**config.mk**
```make
export PLATFORM = sky130hd
export DESIGN_NAME = syscall_responder
export DESIGN_NICKNAME = d
export VERILOG_FILES = /design/src/rtl/mips_sys_pkg.sv /design/src/rtl/hex_nibble_ascii.sv /design/src/rtl/syscall_responder.sv
export SDC_FILE = /design/constraint.sdc
export NUM_CORES = 1
export LEC_CHECK = 0
export CORE_ASPECT_RATIO = 0.9
export CORE_UTILIZATION = 40
export DETAILED_ROUTE_END_ITERATION = 8
export PLACE_DENSITY = 0.64
export SYNTH_ARGS = -nofsm -noshare
export SYNTH_HDL_FRONTEND = slang
export SYNTH_HIERARCHICAL = 1
export SYNTH_SLANG_ARGS = --single-unit
```
**constraint.sdc**
```tcl
create_clock -name clk -period 3.55 [get_ports clk]
set_input_delay 0.355 -clock clk [delete_from_list [all_inputs] [get_ports clk]]
set_output_delay 0.355 -clock clk [all_outputs]
set_load 0.1 [all_outputs]
```
**src/rtl/mips_sys_pkg.sv**
```systemverilog
// ============================================================================
//  Package : mips_sys_pkg
//  Service-code constants and responder state/kind enums for the MIPS
//  syscall console responder.
//  Revision: 1.0 - initial release
// ============================================================================
`default_nettype none

package mips_sys_pkg;

    localparam logic [31:0] SVC_PRINT_STR  = 32'd4;
    localparam logic [31:0] SVC_EXIT       = 32'd10;
    localparam logic [31:0] SVC_PRINT_CHAR = 32'd11;
    localparam logic [31:0] SVC_PRINT_HEX  = 32'd34;

    typedef enum logic [2:0] {
        IDLE     = 3'd0,
        STR_RD   = 3'd1,
        STR_WAIT = 3'd2,
        EMIT     = 3'd3,
        DONE     = 3'd4,
        HALT     = 3'd5
    } resp_state_t;

    typedef enum logic [1:0] {
        SK_CHAR = 2'd0,
        SK_HEX  = 2'd1,
        SK_STR  = 2'd2
    } svc_kind_t;

endpackage

`default_nettype wire

```
**src/rtl/hex_nibble_ascii.sv**
```systemverilog
// ============================================================================
//  Module  : hex_nibble_ascii
//  Maps a 4-bit nibble to its lowercase ASCII hex digit.
//  Revision: 1.0 - initial release
// ============================================================================
`default_nettype none

module hex_nibble_ascii (
    input  logic [3:0] nibble_i,
    output logic [7:0] ascii_o
);

    always_comb begin
        if (nibble_i < 4'd10) ascii_o = 8'h30 + {4'h0, nibble_i};
        else                  ascii_o = 8'h57 + {4'h0, nibble_i};
    end

endmodule

`default_nettype wire

```
**src/rtl/syscall_responder.sv**
```systemverilog
// ============================================================================
//  Module  : syscall_responder
//  Executes MIPS console syscalls (print_char/hex/string, exit) from a
//  single-request handshake, reading strings over a byte memory port.
//  Revision: 1.0 - initial release
// ============================================================================
`default_nettype none

module syscall_responder
    import mips_sys_pkg::*;
#(
    parameter int MAX_STR_LEN = 256,
    parameter int ADDR_W      = 32
) (
    input  logic              clk,
    input  logic              rst_n,
    input  logic              req_valid,
    output logic              req_ready,
    input  logic [31:0]       svc_code,
    input  logic [31:0]       svc_arg,
    output logic              mem_rd_en,
    output logic [ADDR_W-1:0] mem_addr,
    input  logic [7:0]        mem_rd_data,
    output logic              out_valid,
    input  logic              out_ready,
    output logic [7:0]        out_byte,
    output logic              done,
    output logic              halted,
    output logic              err
);

    localparam int CNT_W = $clog2(MAX_STR_LEN + 1);

    resp_state_t       state_q;
    svc_kind_t         kind_q;
    logic [31:0]       arg_q;
    logic [ADDR_W-1:0] offset_q;
    logic [CNT_W-1:0]  emitted_q;
    logic [3:0]        nib_cnt_q;
    logic              req_ready_q, mem_rd_en_q, out_valid_q, done_q, halted_q, err_q;
    logic [ADDR_W-1:0] mem_addr_q;
    logic [7:0]        out_byte_q;

    logic [ADDR_W-1:0] offset_d;
    logic [CNT_W-1:0]  emitted_d;
    logic [7:0]        w_hex_ascii;

    assign offset_d  = offset_q + ADDR_W'(1);
    assign emitted_d = emitted_q + CNT_W'(1);

    // arg_q is shifted left one nibble per hex digit, so the top nibble is always next
    hex_nibble_ascii u_hex (
        .nibble_i (arg_q[31:28]),
        .ascii_o  (w_hex_ascii)
    );

    always_ff @(posedge clk or negedge rst_n) begin
        if (!rst_n) begin
            state_q     <= IDLE;
            kind_q      <= SK_CHAR;
            arg_q       <= '0;
            offset_q    <= '0;
            emitted_q   <= '0;
            nib_cnt_q   <= '0;
            req_ready_q <= 1'b1;
            mem_rd_en_q <= 1'b0;
            mem_addr_q  <= '0;
            out_valid_q <= 1'b0;
            out_byte_q  <= '0;
            done_q      <= 1'b0;
            halted_q    <= 1'b0;
            err_q       <= 1'b0;
        end else begin
            done_q      <= 1'b0;
            err_q       <= 1'b0;
            mem_rd_en_q <= 1'b0;
            case (state_q)
                IDLE: begin
                    if (req_valid) begin
                        arg_q       <= svc_arg;
                        offset_q    <= '0;
                        emitted_q   <= '0;
                        nib_cnt_q   <= '0;
                        req_ready_q <= 1'b0;
                        case (svc_code)
                            SVC_PRINT_CHAR: begin
                                kind_q      <= SK_CHAR;
                                out_byte_q  <= svc_arg[7:0];
                                out_valid_q <= 1'b1;
                                state_q     <= EMIT;
                            end
                            SVC_PRINT_HEX: begin
                                kind_q      <= SK_HEX;
                                out_byte_q  <= 8'h30;
                                out_valid_q <= 1'b1;
                                state_q     <= EMIT;
                            end
                            SVC_PRINT_STR: begin
                                kind_q      <= SK_STR;
                                mem_rd_en_q <= 1'b1;
                                mem_addr_q  <= ADDR_W'(svc_arg);
                                state_q     <= STR_RD;
                            end
                            SVC_EXIT: begin
                                done_q   <= 1'b1;
                                halted_q <= 1'b1;
                                state_q  <= HALT;
                            end
                            default: begin
                                done_q  <= 1'b1;
                                err_q   <= 1'b1;
                                state_q <= DONE;
                            end
                        endcase
                    end
                end
                STR_RD: state_q <= STR_WAIT;
                STR_WAIT: begin
                    if (mem_rd_data == 8'h00) begin
                        done_q  <= 1'b1;
                        state_q <= DONE;
                    end else begin
                        out_byte_q  <= mem_rd_data;
                        out_valid_q <= 1'b1;
                        state_q     <= EMIT;
                    end
                end
                EMIT: begin
                    if (out_ready) begin
                        out_valid_q <= 1'b0;
                        case (kind_q)
                            SK_HEX: begin
                                if (nib_cnt_q == 4'd9) begin
                                    done_q  <= 1'b1;
                                    state_q <= DONE;
                                end else begin
                                    nib_cnt_q   <= nib_cnt_q + 4'd1;
                                    out_valid_q <= 1'b1;
                                    if (nib_cnt_q == 4'd0) begin
                                        out_byte_q <= 8'h78;
                                    end else begin
                                        out_byte_q <= w_hex_ascii;
                                        arg_q      <= arg_q << 4;
                                    end
                                end
                            end
                            SK_STR: begin
                                emitted_q <= emitted_d;
                                if (emitted_d == CNT_W'(MAX_STR_LEN)) begin
                                    done_q  <= 1'b1;
                                    err_q   <= 1'b1;
                                    state_q <= DONE;
                                end else begin
                                    offset_q    <= offset_d;
                                    mem_rd_en_q <= 1'b1;
                                    mem_addr_q  <= ADDR_W'(arg_q) + offset_d;
                                    state_q     <= STR_RD;
                                end
                            end
                            default: begin
                                done_q  <= 1'b1;
                                state_q <= DONE;
                            end
                        endcase
                    end
                end
                DONE: begin
                    req_ready_q <= 1'b1;
                    state_q     <= IDLE;
                end
                HALT:    state_q <= HALT;
                default: state_q <= IDLE;
            endcase
        end
    end

    assign req_ready = req_ready_q;
    assign mem_rd_en = mem_rd_en_q;
    assign mem_addr  = mem_addr_q;
    assign out_valid = out_valid_q;
    assign out_byte  = out_byte_q;
    assign done      = done_q;
    assign halted    = halted_q;
    assign err       = err_q;

endmodule

`default_nettype wire

```
### Word level (Yosys, flattened, before mapping)

Index checks and enable logic that the tools add are counted.

* memories: 0
* ROM bits: 0
* output and inout port bits: 46
* register bits: 128
* bits in writable memories: 0
* bits of input ports: 76
* word-level logic and storage cells: 139
* latch bits: 0

* reduce and logical (&&, ||, !) cells: 21
* shift operators: 0
* mux-type cells: 72
* equality and inequality tests: 25
* magnitude comparators: 1
* bitwise operators: 0
* add/sub/neg operators: 6
* divide/modulo/power cells: 0
* multipliers: 0

Operator list (count)
* $mux W32: 14
* $pmux W32 S2: 3
* $eq A32 B4 Y1 const B: 2
* $mux W8: 7
* $add A32 B1 Y32 const B: 1
* $add A32 B32 Y32: 1
* $eq A32 B3 Y1 const B: 1
* $eq A32 B6 Y1 const B: 1
* $mux W9: 3
* $pmux W8 S3: 1
* $mux W1: 22
* $pmux W9 S2: 1
* $mux W4: 4
* $ne A2 B2 Y1 const B: 8
* $pmux W8 S2: 1
* $mux W3: 5
* $pmux W3 S5: 1
* $reduce_and A5 Y1: 3
* $reduce_and A6 Y1: 2
* $add A9 B1 Y9 const B: 1
* $eq A9 B9 Y1 const B: 1
* $pmux W3 S3: 1
* $reduce_and A3 Y1: 3
* $add A7 B4 Y8 const A: 1
* other kinds (28): 37

### Logic depth before layout (Yosys ltp)

* depth after elaboration: 7
* depth in mapped cells: 17
* depth with buffers taken out: 15

### By module

The synthesis kept the hierarchy.

Modules (own cells, without submodules)
* syscall_responder: cells an instance 1019, seq. area each 3204.3 um^2, area each 8458.1 um^2, instances 1
* hex_nibble_ascii: cells an instance 17, seq. area each 0.0 um^2, area each 122.6 um^2, instances 1

### Worst setup path before layout

No wires, ideal clock.

* path kind: reg2reg
* from: register offset_q[0]
* to: register mem_addr_q[24], in the netlist mem_addr[24]
* path buffers: 2
* arrival: 3.379 ns
* period minus slack after synthesis: 3.510 ns
* library setup time: 0.131 ns
* slack: 0.040 ns
* data required time: 3.419 ns
* cell stages (with the launch flop): 18
* cell sequence: dfrtp_1 ha_1 nand3_1 or3_1 clkbuf_1 nor2_1 nand2_1 xnor2_1 ha_1 clkbuf_1 a21oi_1 a21boi_0 nor2_1 nor4_1 a211o_1 a31oi_1 and4_1 or3_1

* word-level cells in the longest chain between the ends: 6

RTL lines
* start: declaration: RTL line syscall_responder.sv:37 `logic [ADDR_W-1:0] offset_q;`
* start signal: assignment: RTL line syscall_responder.sv:154 `offset_q <= offset_d;`
* $add A32 B1 Y32: RTL line syscall_responder.sv:48 `assign offset_d = offset_q + ADDR_W'(1);`
* $add A32 B32 Y32: RTL line syscall_responder.sv:156 `mem_addr_q <= ADDR_W'(arg_q) + offset_d;`
* $mux W32: RTL line syscall_responder.sv:149 `if (emitted_d == CNT_W'(MAX_STR_LEN)) begin`
* $mux W32: RTL line syscall_responder.sv:131 `case (kind_q)`
* $mux W32: RTL line syscall_responder.sv:129 `if (out_ready) begin`
* $pmux W32 S2: RTL line syscall_responder.sv:77 `case (state_q)`
* end signal: assignment: RTL line syscall_responder.sv:101 `mem_addr_q <= ADDR_W'(svc_arg);`
* end signal: assignment: RTL line syscall_responder.sv:156
* end: declaration: RTL line syscall_responder.sv:41 `logic [ADDR_W-1:0] mem_addr_q;`

Every way passes these cells. The select of a mux whose other input is x is not followed.
A chain may end at the register's enable or synchronous reset.

### Worst setup path in the final report

* from: register offset_q[0]
* to: register mem_addr_q[27], in the netlist mem_addr[27]

Same word-level chain as after synthesis.

==> metrics.csv <==
stage,metric,value,unit
logic_synthesis,synth warn,6,
logic_synthesis,Yosys top cell area share,37.0,%
power_and_ir_drop,maximum VDD drop,0.260,mV
setup_path,flop2flop setup slack,0.03,ns
cts,Root Buffer Master,clkbuf_16,
logic_synthesis,top post-synthesis cells by area,"dfrtp_1, nand2_1, ha_1",
finish,nets,1364,
finish,area of the multi-input gates,0.00574,mm²
drt,DR WL/cell,17.3,µm
setup_path,Crit Path Category,flop to flop,
placement,RD Place Congestion,0.935,
drt,vias,8352,
cts,"Reg clk slew, reported paths",0.06,ns
sta,Final setup violation count,0,
floorplan,starting density of the core,41.1,%
finish,"Design Area, Final",0.0121,mm²
global_routing,largest net degree at the start of global routing,75,
setup_path,worst r2r src,offset_q[0]$_DFFE_PN0P_,
cts,H-Tree Level Count,4,
cts,CTS max path bufs,2,
logic_synthesis,syn_area_per_cell,8.28,µm²
power_and_ir_drop,Power Density,342,mW/mm²
logic_synthesis,Synth cell types,67,
setup_path,Critical Path Start,offset_q[0]$_DFFE_PN0P_,
sta,fmax,284,MHz
floorplan,FP Rows,50,
placement,HPWL after DPL,19300,µm
global_routing,initial antenna violation count,0,
finish,Antenna Cells,0,
sta,worst slew pin tran,1.01,ns
status,status,"complete, no violations",
power_and_ir_drop,Switch Pwr,0.00116,W
global_routing,GR Layer Usage met1,33.7,%
cts,CTS tree,yes,
power_and_ir_drop,Pleak,5.40,nW
global_routing,met3 GRT Util,4.52,%
logic_synthesis,Main synth FF type,dfrtp_1,
min_path,Hold EP,mem_addr[12]$_DFFE_PN0P_,
min_path,WHS Path Cells,2,
floorplan,Ports,122,
finish,final core occ,58.0,%
logic_synthesis,"Seq/Total Area, Yosys",37.3,%
drt,drt pass-1 iters,5,
floorplan,DIE AREA,0.0220,mm²
power_and_ir_drop,P_int,0.00299,W
drt,via/cell ratio,5.42,
global_routing,global route overflow,0,
power_and_ir_drop,Clk pwr share,43.7,%
cts,CTS buffer count,17,
logic_synthesis,Post-Syn Nets,1158,
sta,Clock Skews,0.00873,ns
setup_path,CP max FO,5,
finish,Filler cells,1894,
setup_path,R2R Path End,mem_addr[27]$_DFFE_PN0P_,
floorplan,Die Width,156,µm
setup_path,WP data required,3.84,ns
sta,unrepaired setup endpoints after global routing,yes,
setup_path,Critical Path Start Type,flop,
drt,DRC viols,0,
power_and_ir_drop,switching part of the total,27.9,%
setup_path,critical path arrival,3.81,ns
logic_synthesis,"Cell Area, Synth",0.00858,mm²
cts,Worst-Skew Late Latency,0.42,ns
global_routing,GR Util met2,39.6,%
logic_synthesis,"area leader, netlist",dfrtp_1,
logic_synthesis,asr flop ratio synth,100,%
sta,relative slew slack,32.6,%
drt,Total Wirelength,26600,µm
drt,DRT iter0 DRCs,642,
finish,Sequential Area,0.00320,mm²
min_path,Hold WC Path Type,flop to flop,
logic_synthesis,"FF+latch count, synth",128,
placement,IO buf count,121,
setup_path,worst reg-to-reg path cell count,15,
sta,Tcrit/Tclk final,99.2,%
global_routing,total track usage,24.4,%
power_and_ir_drop,Seq pwr share,38.7,%
global_routing,global-route wire length before repair,42000,µm
placement,placed cell area,0.0108,mm²
sta,post-route minimum period,3.52,ns
logic_synthesis,Post-synth EDFFs,0,
cts,Clock Sinks,128,
power_and_ir_drop,Gate power share,17.6,%
finish,layout cell share with drive strength beyond 1,21.1,%
global_routing,most used routing layer,met2,
run,# Max-Cap Violations,0,
setup_path,CP Capture Type,flop,
floorplan,overall die height,141,µm
drt,post-route ant nets,0,
global_routing,vias in the first global route,8003,
floorplan,core box area,0.0209,mm²
sta,Final Hold Vio Count,0,
sta,max-slew violations,0,
finish,synth-to-layout area growth,41.2,%
logic_synthesis,Cells after Synth,1036,
min_path,hold_sp,mem_addr[12]$_DFFE_PN0P_,
## final cells by class
type	instances	share of cell area [%]
inverters	18	0.558
flip-flops and latches	128	26.5
repair buffers	238	17.7
clock inverters	9	1.11
multi-input cells	839	47.4
clock buffers	22	3.83
well taps	286	2.95
## synth_stat cells, types with 3 or more instances
library cell  count
a211oi_1          6
a21boi_0          3
a21o_1           14
a21oi_1          70
a22o_1            8
a22oi_1           3
a31oi_1          37
and2_1           19
and3_1           19
buf_2            10
buf_4             3
clkbuf_1         36
dfrtp_1         127
ha_1             45
inv_1            17
mux2_2           10
mux2i_1           4
nand2_1         179
nand2b_1         15
nand3_1          36
nand4_1          11
nor2_1           81
nor2b_1           9
nor3_1            9
nor3b_1           3
nor4_1           12
o2111ai_1         3
o211ai_1          6
o21a_1            4
o21ai_0          91
o21bai_1          5
o221ai_1          4
o22ai_1           8
o31ai_1          18
or2_2             4
or3_1             9
xnor2_1          39
xor2_1           21
## critical path, cell delays in order, from the launching register on
cell and delay (ns):
dfrtp_1 0.37, ha_2 0.20, nand3_2 0.08, or3_4 0.45, nor3_2 0.13, buf_4 0.16
and3_1 0.19, xnor2_1 0.15, ha_1 0.32, a21o_1 0.21, a21o_1 0.19, a21oi_2 0.17
o21ai_1 0.12, or3_1 0.34, xnor2_1 0.20, o21bai_1 0.10
## metrics by stage
step	hold WS (ns)	worst slack (ns)	total power (W)	std cells	TNS (ns)
2_1_floorplan	0.0594	0.0398	0.00195	1036	0
3_3_place_gp	0.427	-0.153	0.00228	1498	-0.363
3_5_place_dp	0.427	-0.251	0.00228	1498	-0.756
4_1_cts	0.483	0.0131	0.00411	1533	0
5_1_grt	0.496	-0.189	0.00430	1540	-1.03
6_report	0.475	0.0280	0.00415	1540	0
## flip-flops by register name, indices dropped and copies added (netlist names)
signal     count
halted         1
emitted_q      9
done           1
kind_q         2
offset_q      32
nib_cnt_q      4
err            1
out_byte       8
req_ready      1
state_q        3
mem_addr      32
arg_q         32
mem_rd_en      1
out_valid      1
## layout by cell type, fill, tap and decap left out, types with 10 or more instances in the layout
cell	instances
nand2_1	172
dfrtp_1	127
clkdlybuf4s50_1	120
buf_4	110
o21ai_0	84
nor2_1	76
a21oi_1	56
a31oi_1	34
ha_1	34
nand3_1	32
xnor2_1	29
inv_1	17
clkbuf_16	17
o31ai_1	16
and2_1	16
xor2_1	16
and3_1	15
nand2b_1	15
a21o_1	14
a21oi_2	12
nand4_1	11
xnor2_2	10
mux2_2	10
## routing by layer
layer | vias up | part of all wire [%]
li1 | 4110 | -
met1 | 4015 | 47
met2 | 203 | 47
met3 | 24 | 4.7
met4 | 0 | 0.96
met5 | - | 0
## cell families (layout without fill, tap and decap cells)
family / Yosys count / after routing / share of synthesized area (%)
fa+ha+maj: 46 / 46 / 6.79
other cells: 2 / 2 / 0.0875
compound gates: 302 / 302 / 22.1
buf+inv: 69 / 287 / 3.38
flops: 128 / 128 / 37.3
xor+xnor: 61 / 61 / 6.31
mux: 14 / 14 / 1.78
simple gates: 414 / 414 / 22.2
## power by group through the flow
stage | clock [W] | sequential [W] | combinational [W]
after global placement | 0 | 0.00162 | 0.000657
after CTS | 0.00184 | 0.00160 | 0.000672
after floorplan | 0 | 0.00165 | 0.000307
after global routing | 0.00190 | 0.00161 | 0.000793
final | 0.00181 | 0.00160 | 0.000731
after detailed placement | 0 | 0.00162 | 0.000659
## worst max-delay path by stage
stage,cells past startpoint,to
6_report,15,mem_addr[27]$_DFFE_PN0P_
3_3_place_gp,15,mem_addr[28]$_DFFE_PN0P_
3_5_place_dp,15,mem_addr[28]$_DFFE_PN0P_
5_1_grt,17,mem_addr[31]$_DFFE_PN0P_
4_1_cts,17,mem_addr[27]$_DFFE_PN0P_
2_1_floorplan,17,mem_addr[24]$_DFFE_PN0P_
## repair_timing
item                       CTS  global route
setup endpoints to repair   11            17
setup buffers                3             7
hold endpoints to repair    35             0
pin swaps                    4            41
gates resized for setup     14           110
hold buffers                 1             0
Note: power is estimated with default switching activity, not from simulation.
==> patch 1 (config.mk and constraints unchanged) <==
The parameter `MAX_STR_LEN` goes from 256 to 128.
--- a/src/rtl/syscall_responder.sv
+++ b/src/rtl/syscall_responder.sv
@@ -9,7 +9,7 @@
 module syscall_responder
     import mips_sys_pkg::*;
 #(
-    parameter int MAX_STR_LEN = 256,
+    parameter int MAX_STR_LEN = 128,
     parameter int ADDR_W      = 32
 ) (
     input  logic              clk,
Function: same outputs for any inputs over 4 cycles, from zero or initial values and one cycle with rst_n low; that may be too few to reach the edited logic, so the function may still have changed.
==> patch 1 against the unedited design <==
Cell count decreased by 6.8%; total power increased by 0.85%; sequential cell count decreased by 1; wire length decreased by 2.2%; worst setup slack improved by 12 ps; clock power increased by 6%; synthesized area decreased by 2.9%; die area decreased by 2.8%; global-route usage decreased by 0.37 points; fmax increased by 0.35%; cell area decreased by 5.6%; largest cell class unchanged.
==> patch 1: results (changes against the unedited design) <==
[status]
outcome=finished, final reports clean  ; unchanged

[cells_and_area]
fill_cells=1817  ; was 1894
area.sequential_mm2=0.00318  ; was 0.00320 mm^2
drive_gt1_share_pct=17.8  ; was 21.1%
final_nets=1290  ; was 1364

[setup_path]
cp.arrival_ps=3850  ; was 3810 ps
crit_fanout=3  ; was 5

[yosys]
syn-num-nets=1111  ; was 1158
ys_types=69  ; was 67
synth_common_cells=nand2_1, dfrtp_1, nor2_1  ; was nand2_1, dfrtp_1, o21ai_0
yosysSeqAreaShare_pct=38.2  ; was 37.3%
synth.area.top_cells=dfrtp_1, ha_1, nand2_1, o21ai_0, nor2_1  ; was dfrtp_1, nand2_1, ha_1, o21ai_0, a21oi_1

[sta]
finClkSkew_ps=9.82  ; was 8.73 ps
max_slew_margin_pct=26.7  ; was 32.6%

[routing]
top_layer=met4  ; unchanged
drt-total-wl_um=26000  ; was 26600 um
drt_iter0_markers=589  ; was 642
first_pass_iters=6  ; was 5
wl_met1_um=12400  ; was 12500 um
vias=8165  ; was 8352
wl_met3_um=1760  ; was 1250 um
met2_length_um=11400  ; was 12500 um

[placed_design]
dpl_cell_area_mm2=0.0102  ; was 0.0108 mm^2
hpwl_um=18300  ; was 19300 um
gp_congestion=0.882  ; was 0.935

[global_route]
grt_pass1_wl_um=40400  ; was 42000 um
grt_max_degree=65  ; was 75
first_global_vias=7659  ; was 8003
track_usage_pct=24.0  ; was 24.4%

[power]
power_leakage_uw=0.00509  ; was 0.00540 uW
internal_power_uw=3020  ; was 2990 uW
ir_worst_vdd_v=0.000301  ; was 0.000260 V

[clock_network]
numCtsBuffers=17  ; unchanged

## patch 1: cell count changes after synthesis, sizes merged, moves of 7 or more
cell / change
and3: -8
or3: -7
nand2: -38
nor2: +21
a21o: +8
nand2b: -13
## patch 1: power groups by stage
| stage | Clock, uW | Combinational (uW) | Sequential [uW] |
|---|---|---|---|
| finish | 1910 | 677 | 1590 |
| global route | 2000 | 734 | 1600 |
| CTS | 1940 | 630 | 1580 |
| detailed placement | 0 | 621 | 1610 |
| global placement | 0 | 617 | 1610 |
| floorplan | 0 | 306 | 1640 |
## patch 1: cell type report
class / count / share of cell area (%)
Multi-Input combinational cell: 790 / 46.6
Sequential cell: 127 / 27.8
Timing Repair Buffer: 208 / 16.5
Clock buffer: 19 / 3.96
Tap cell: 255 / 2.79
Clock inverter: 13 / 1.61
Inverter: 24 / 0.809
## patch 1: worst paths after layout
path	to	cells after the start	slack, ps	from
setup / recovery	mem_addr[24]	17	40	offset_q[0]
hold / removal	mem_addr[11]	2	460	mem_addr[11]
setup reg to reg	mem_addr[24]	17	40	offset_q[0]
max in group asynchronous	arg_q[9]	3	2160	rst_n
min in group asynchronous	arg_q[18]	2	490	rst_n
hold reg to reg	mem_addr[11]	2	460	mem_addr[11]
## patch 1: what timing repair did
item,4_1_cts,5_1_grt
setup endpoints to repair,6,14
resized for setup,17,82
pin swaps,4,45
cloned,0,0
hold buffers,1,0
hold endpoints to repair,61,0
buffers inserted,1,18
## patch 1: cells by family (layout without fill, tap and decap cells)
logic type | after synthesis | after routing | share of synthesized area (%)
other | 2 | 2 | 0.0901
adder cells (fa/ha/maj) | 46 | 46 | 7.00
flip-flops | 127 | 127 | 38.2
multiplexers | 6 | 6 | 0.781
XOR/XNOR | 63 | 63 | 6.71
AO/OA/AOI/OAI | 306 | 306 | 23.4
AND/OR/NAND/NOR | 367 | 367 | 20.2
buffers and inverters | 72 | 264 | 3.68
## patch 1: worst max-delay path, cell delays in order (launching register included)
cell      delay (ps)
dfrtp_1          380
ha_2             180
and4_1           190
and3_4           200
and2_4           150
nand3_4           60
xnor2_2          150
ha_1             320
nand2_1           70
nor2_2           160
a41oi_2          150
a21oi_2          360
a31oi_4          170
buf_6            160
o211ai_1         260
a21o_1           160
nand3_1          100
a31oi_1          200
## patch 1: through the flow
stage / setup TNS, ps / std cells / setup WS [ps]
global placement: -75.2 / 1385 / -70.4
finish: 0 / 1436 / 40.4
detailed placement: -431 / 1385 / -166
CTS: -13.1 / 1419 / -13.1
floorplan: 0 / 989 / 13.6
global route: -944 / 1436 / -160
## patch 1: routing by layer
| metal | vias up | GRT usage, % |
|---|---|---|
| met5 | - | 0 |
| met4 | 0 | 7.16 |
| met3 | 33 | 4.28 |
| met2 | 302 | 36.1 |
| met1 | 3918 | 35.1 |
| li1 | 3912 | - |
==> patch 2 (config.mk and constraints unchanged) <==
Without the edit above. Compare `nib_cnt_q` against `4'd9` with >= in place of ==.
--- a/src/rtl/syscall_responder.sv
+++ b/src/rtl/syscall_responder.sv
@@ -130,7 +130,7 @@
                         out_valid_q <= 1'b0;
                         case (kind_q)
                             SK_HEX: begin
-                                if (nib_cnt_q == 4'd9) begin
+                                if (nib_cnt_q >= 4'd9) begin
                                     done_q  <= 1'b1;
                                     state_q <= DONE;
                                 end else begin
Behaviour: no difference found for any inputs over 4 cycles, from zero or initial values and one cycle with rst_n low; that may be too few to reach the edited logic, so the function may still have changed.
==> patch 2 against the unedited design <==
Sequential cell count stayed put; global-route usage is 0.83 points lower; highest routed layer unchanged; cell area is 5.7% lower; synthesized cell count is 1.6% lower; wire length is 5.1% lower; cell count is 3.4% lower; sequential share of layout area is 1.6 points higher; synthesized area is 0.34% lower; clock skew is 5.3 ps higher; worst setup slack better by 72 ps.
Power is not compared: it rests on default switching activity, and its combinational part moved more than twofold at a synthesized area within 25%.
==> patch 2: results (changes against the unedited design) <==
[yosys]
synth_ff_type=dfrtp_1  ; unchanged
syn-num-nets=1141  ; was 1158
synthArstFlopShare_pct=100  ; unchanged
synth_warnings=6  ; unchanged
synth.area.top_cells=dfrtp_1, nand2_1, ha_1, a21oi_1, o21ai_0  ; was dfrtp_1, nand2_1, ha_1, o21ai_0, a21oi_1
synth_cells=1019  ; was 1036
synth_common_cells=nand2_1, dfrtp_1, a21oi_1  ; was nand2_1, dfrtp_1, o21ai_0
yosysSeqAreaShare_pct=37.5  ; was 37.3%
ys_types=71  ; was 67

[power]
ir_worst_vdd_v=0.000467
power_leakage_uw=0.00509
power_frac_comb_pct=40.2
pg_seq_uw=2070
p_sw_share_pct=42.0

[cells_and_area]
diodes=0  ; unchanged
drive_gt1_share_pct=16.2  ; was 21.1%
fill_cells=1921  ; was 1894
final_nets=1310  ; was 1364

[routing]
vias=8039  ; was 8352
drt_iter0_markers=557  ; was 642
wl_per_cell_um=17.0  ; was 17.3 um
first_pass_iters=5  ; unchanged
vias_per_cell=5.41  ; was 5.42

[clock_network]
numCtsBuffers=17  ; unchanged
clock_path_buffers=2  ; unchanged
insertion_delay_ps=440  ; was 420 ps
path_clk_slew_ps=60  ; about the same
htreeDepth=4  ; unchanged
cts_tree=yes  ; unchanged
root_buffer=clkbuf_16  ; unchanged

[global_route]
antenna_found_initial=0  ; unchanged
grt_pass1_wl_um=40400  ; was 42000 um
grt_max_degree=80  ; was 75
first_global_vias=7509  ; was 8003
track_usage_pct=23.6  ; was 24.4%

[setup_path]
cp.arrival_ps=3750  ; was 3810 ps
crit_fanout=5  ; unchanged
crit_path_top_delay_cell=or3_1  ; was or3_4
max_stage_delay_ps=440

[hold_path]
hp-class=reg -> reg  ; unchanged

[sta]
finClkSkew_ps=14.1  ; was 8.73 ps
hold_viol_final=0  ; unchanged
max_slew_margin_pct=31.1  ; was 32.6%

[placed_design]
gp_congestion=0.903  ; was 0.935
hpwl_um=18300  ; was 19300 um
placement.io_buffers=121  ; unchanged
dpl_cell_area_mm2=0.0104  ; was 0.0108 mm^2
dp_cells=1442  ; was 1498

[status]
outcome=finished, final reports clean  ; unchanged

-- patch 2: changes by cell type in the layout (fill, tap and decap cells not counted), sizes merged, moves of 6 or more --
cell    change
inv         +6
nand2b     -11
buf        -43
o31ai       -8
o21ai      +29
nor2       -10
nand3       -6
mux2i       +7
a31oi      -26
nand2      -10
a21oi      +31
-- patch 2: per-layer routing --
layer	part of all wire, %	track usage (%)	vias up
li1	-	-	3951
met1	50	35.1	3820
met2	43	34.6	236
met3	5.2	4.43	32
met4	1.8	6.35	0
met5	0	0	-
-- patch 2: final cells by class --
cell class / instances / area, um^2 / area share (%)
flip-flops and latches: 128 / 3210 / 28.1
clock inverters: 15 / 160 / 1.40
repair buffers: 195 / 1790 / 15.6
clock buffers: 17 / 425 / 3.73
well taps: 286 / 358 / 3.13
inverters: 21 / 78.8 / 0.690
multi-input cells: 825 / 5400 / 47.3
-- patch 2: logic make-up (layout without fill, tap and decap cells) --
kind of cell             Yosys count  in the layout  share of synthesized area [%]
XOR/XNOR                          63             63                           6.63
multiplexers                      19             19                           2.34
flip-flops                       128            128                           37.5
AO/OA/AOI/OAI                    328            328                           22.9
other                              2              2                         0.0878
adder cells (fa/ha/maj)           46             46                           6.82
AND/OR/NAND/NOR                  367            367                           20.2
buffers and inverters             66            248                           3.58
-- patch 2: stage by stage --
step | setup WS, ps | power [uW] | utilization (%) | hold slack [ps]
3_3_place_gp | 7.32 | 4540 | 49.8 | 455
3_5_place_dp | -51.0 | 4560 | 49.8 | 461
6_report | 99.7 | 6420 | 54.6 | 473
5_1_grt | -70.7 | 6760 | 54.6 | 497
4_1_cts | 0.235 | 6350 | 53.0 | 479
2_1_floorplan | 42.2 | 3740 | - | 59.4
-- patch 2: worst paths after layout --
check | from | slack [ps] | end | cells past startpoint
max | offset_q[12] | 100 | mem_addr[29] | 12
min | halted | 470 | halted | 1
max reg2reg | offset_q[12] | 100 | mem_addr[29] | 12
min reg2reg | halted | 470 | halted | 1
max in group asynchronous | rst_n | 2120 | req_ready | 3
min in group asynchronous | rst_n | 550 | offset_q[22] | 2
-- patch 2: timing repair --
| action | in CTS | in global routing |
|---|---|---|
| endpoints found under the setup margin | 9 | 17 |
| setup buffers | 2 | 10 |
| hold buffers | 1 | 0 |
| hold endpoints to repair | 16 | 0 |
| pin swaps | 2 | 23 |
| resized for setup | 13 | 61 |
-- patch 2: critical path: cells and delay by family, from the launching register on --
kind | cells | cell delay, ps
AO/OA/AOI/OAI | 3 | 410
AND/OR/NAND/NOR | 6 | 1770
adder cells (fa/ha/maj) | 1 | 370
XOR/XNOR | 2 | 340
flip-flops | 1 | 430
